`config.mk`:
```
export PLATFORM = sky130hd
export DESIGN_NAME = register_unit
export DESIGN_NICKNAME = d
export VERILOG_FILES = /design/src/rtl/register_unit.sv
export SDC_FILE = /design/constraint.sdc
export NUM_CORES = 1
export LEC_CHECK = 0
export BUFFER_PORTS_ARGS = -buffer_cell sky130_fd_sc_hd__buf_2
export CAP_MARGIN = 40
export CORE_AREA = 2 2 39 41
export DETAILED_ROUTE_END_ITERATION = 6
export DIE_AREA = 0 0 41 43
export HOLD_SLACK_MARGIN = 0.06
export SLEW_MARGIN = 20
export SYNTH_ARGS = -nofsm -noshare
export SYNTH_HDL_FRONTEND = slang
export SYNTH_SLANG_ARGS = --single-unit
```
`constraint.sdc`:
```
create_clock -name clk -period 2.5 [get_ports clk]
set_clock_uncertainty 0.2 [all_clocks]
set_input_delay 0.25 -clock clk [delete_from_list [all_inputs] [get_ports clk]]
set_output_delay 0.25 -clock clk [all_outputs]
set_load 0.005 [all_outputs]
```
`src/rtl/register_unit.sv`:
```
// Single-entry storage register with per-bit write mask, synchronous clear and change pulse.
// Optional write-through read path when REGISTER_BYPASS_EN is defined.
module register_unit #(
    parameter int unsigned      WIDTH       = 1,
    parameter logic [WIDTH-1:0] RESET_VALUE = '0
) (
    input  logic             clk,
    input  logic             rst,
    input  logic             w_en,
    input  logic [WIDTH-1:0] wd,
    input  logic [WIDTH-1:0] wmask,
    input  logic             clr,
    output logic [WIDTH-1:0] rd,
    output logic             updated
);

    logic [WIDTH-1:0] r;
    logic [WIDTH-1:0] r_nxt;

    function automatic logic [WIDTH-1:0] mask_merge(
        input logic [WIDTH-1:0] cur,
        input logic [WIDTH-1:0] data,
        input logic [WIDTH-1:0] mask
    );
        return (cur & ~mask) | (data & mask);
    endfunction

    // Clear beats write; an unmasked or idle edge leaves r untouched.
    always_comb begin
        r_nxt = r;
        if (clr) begin
            r_nxt = RESET_VALUE;
        end else if (w_en) begin
            r_nxt = mask_merge(r, wd, wmask);
        end
    end

    always_ff @(posedge clk or posedge rst) begin
        if (rst) begin
            r       <= RESET_VALUE;
            updated <= 1'b0;
        end else begin
            r       <= r_nxt;
            updated <= (r_nxt != r);
        end
    end

`ifdef REGISTER_BYPASS_EN
    // Write-through: pending masked write is visible before the edge; reset still dominates.
    always_comb begin
        rd = r;
        if (rst) begin
            rd = RESET_VALUE;
        end else if (w_en && !clr) begin
            rd = mask_merge(r, wd, wmask);
        end
    end
`else
    assign rd = r;
`endif

`ifndef SYNTHESIS
    w_en_known_a : assert property (@(posedge clk) disable iff (rst) !$isunknown(w_en))
        else $error("register_unit: w_en is X/Z at clock edge");
`endif

endmodule

```
==> impl_metrics.json <==
{
  "synth_warnings": 0,
  "synthDistinctLibCells": 8,
  "synth_xor_xnor_area_share": 0,
  "endpoint_kind": "flop",
  "hold_class": "in -> reg",
  "multi_input_area_sq_um": 41.3,
  "min_period_ns": 1.27,
  "cts_resized": 0,
  "routed_wl_um": 269,
  "synth_cells": 11,
  "grt_use_met2": 0.0406,
  "dpl_worst_slack_ns": 1.52,
  "clkPwrFrac": 0.595,
  "place.port_buffers": 7,
  "clockBufferDepth": 2,
  "switching_share": 0.212,
  "critical_path_class": "in -> reg",
  "drt-pass1-iter-count": 4,
  "grt_busiest_layer": "met1",
  "cts_max_level": 1,
  "cts_tree": "done",
  "grt_use_met1": 0.0609,
  "design.core.area_sq_mm": 0.00138,
  "p_int_uw": 95.2,
  "setup_tns_ns": 0,
  "critPathLaunchType": "primary input",
  "yosys.area_share.simple": 0.211,
  "worst_path_max_delay_cell": "dlygate4sd3_1",
  "drt_iter0_markers": 7,
  "dieWidth_um": 41,
  "dp_hpwl_um": 201,
  "finalSetupViolCount": 0,
  "synth_top_family_by_area": "compound AO/OA/AOI/OAI gates",
  "synth-seq-area-share": 0.526,
  "antenna_found_initial": 0,
  "finalPower_uw": 121,
  "pwr-share-seq": 0.290,
  "setup_slack_ns": 1.23,
  "max_stage_delay_ns": 0.53,
  "area_growth_pct": 103,
  "required_ns": 2.40,
  "syn_area_sq_um": 95.1,
  "grt_pass1_wl_um": 496,
  "initial_utilization": 0.0687,
  "synth_fa_ha_area_frac": 0,
  "num_io_pins": 8,
  "synth-seq-cells": 2,
  "insertion_delay_ns": 0.22,
  "hold_viol_final": 0,
  "synth_fp_nets": 17,
  "fillers": 158,
  "final_core_util": 0.139,
  "grt_util_met3": 0.0314,
  "cts.sinks": 2,
  "grt_pass1_vias": 130,
  "p_switching_uw": 25.5,
  "drive_above_1_share": 0.435,
  "crit_fanout": 3,
  "cts.clk_slew.worst_paths_ns": 0.03,
  "crit_arrival_ns": 1.17,
  "power.density_mw_per_mm2": 626,
  "p_comb_frac": 0.115,
  "viasPerCell": 3.23,
  "place_congestion": 0.616,
  "routedWlPerCell_um": 6.90,
  "routed-via-count": 126,
  "status": "finished clean",
  "grt-ovfl-total": 0,
  "synth.avg_cell_area_sq_um": 8.64,
  "fmax_mhz": 789,
  "diodes": 0,
  "cts_root_buf": "clkbuf_4",
  "max_cap_viol_count": 0,
  "ant_nets": 0,
  "drc": 0,
  "fin_nets": 31,
  "synth_compound_area_frac": 0.224,
  "tightest_slew_ns": 0.128,
  "cts-buffers-inserted": 3,
  "rows": 14,
  "dieArea_sq_mm": 0.00176,
  "grt_use_total": 0.0471,
  "slew_violations": 0,
  "period_share": 0.507,
  "synthMuxAreaShare": 0,
  "maxSlewHeadroom": 0.914,
  "rsz0062_at_grt": "no",
  "crit_chain": "dlygate4sd3_1, buf_2, o21bai_1, o2bb2ai_1",
  "register_area_sq_um": 50.0,
  "ir_worst_vdd_uv": 81.5,
  "p_leak_nw": 0.0982,
  "grt_max_degree": 5,
  "die_h_um": 43
}
==> per-stage QoR <==
| step | hold slack, ns | cells | cell area [sq um] |
|---|---|---|---|
| 2_1_floorplan | -0.209 | 11 | 95.1 |
| 3_3_place_gp | -0.104 | 34 | 150 |
| 6_report | 0.102 | 39 | 193 |
| 3_5_place_dp | -0.0992 | 34 | 150 |
| 5_1_grt | 0.125 | 39 | 193 |
| 4_1_cts | 0.0904 | 39 | 193 |
==> Yosys cell counts <==
cell / number / area, sq um
nand2_1: 3 / 11.3
o2bb2ai_1: 1 / 8.76
nand3_1: 1 / 5.00
o21bai_1: 1 / 7.51
dfrtp_1: 2 / 50.1
inv_1: 1 / 3.75
a21oi_1: 1 / 5.00
nor2_1: 1 / 3.75
==> critical path, delay by kind of cell <==
family | cells | cell delay [ns]
buffers and inverters | 2 | 0.66
AO/OA/AOI/OAI | 2 | 0.27
==> registers in the layout (all words and copies together), names as in the netlist <==
signal,flops
rd,1
updated,1
==> cells in the final DEF, fill, tap and decap left out, drive strengths merged <==
| cell type | instances |
|---|---|
| inv | 1 |
| nand3 | 1 |
| nand2 | 3 |
| o2bb2ai | 1 |
| dlygate4sd3 | 2 |
| buf | 7 |
| o21bai | 1 |
| nor2 | 1 |
| clkbuf | 3 |
| a21oi | 1 |
| dfrtp | 2 |
==> timing repair <==
action                                  in CTS  in global routing
buffers inserted                             0                  0
endpoints found under the hold margin        3                  0
endpoints found under the setup margin       0                  0
hold buffers                                 2                  0
==> path summary, 6_finish.rpt <==
path | start | to | slack [ns] | cells past startpoint
max | clr | updated$_DFF_PP0_ | 1.23 | 4
min reg2reg | rd$_DFF_PP0_ | updated$_DFF_PP0_ | 0.34 | 1
max in group asynchronous | rst | updated$_DFF_PP0_ | 1.77 | 3
min | wd | rd$_DFF_PP0_ | 0.10 | 3
max reg2reg | rd$_DFF_PP0_ | updated$_DFF_PP0_ | 1.53 | 3
min in group asynchronous | rst | rd$_DFF_PP0_ | 0.22 | 3
==> kinds of logic (layout without fill, tap and decap cells) <==
kind of cell	after synthesis	after routing
AOI/OAI and AO/OA	3	3
buffers and inverters	1	13
DFF	2	2
and+or+nand+nor	5	5
==> power groups by stage <==
stage	combinational, mW	clock [mW]	sequential [mW]
after floorplan	0.00433	0	0.0355
after global placement	0.0111	0	0.0353
after detailed placement	0.0115	0	0.0354
after CTS	0.0139	0.0761	0.0350
after global routing	0.0163	0.0786	0.0353
final	0.0139	0.0718	0.0350
==> layout make-up <==
| cell class | count | area share |
|---|---|---|
| timing repair buffer | 9 | 0.286 |
| sequential | 2 | 0.260 |
| multi-input combinational | 8 | 0.214 |
| clock buffer | 3 | 0.117 |
| tap | 16 | 0.104 |
| inverter | 1 | 0.0195 |
==> routing by layer <==
metal	share of wire	wire, um
met4	0	0
met3	0.16	44
met5	0	0
met2	0.32	86
met1	0.51	138
No activity file was read; power rests on OpenSTA's default activity.
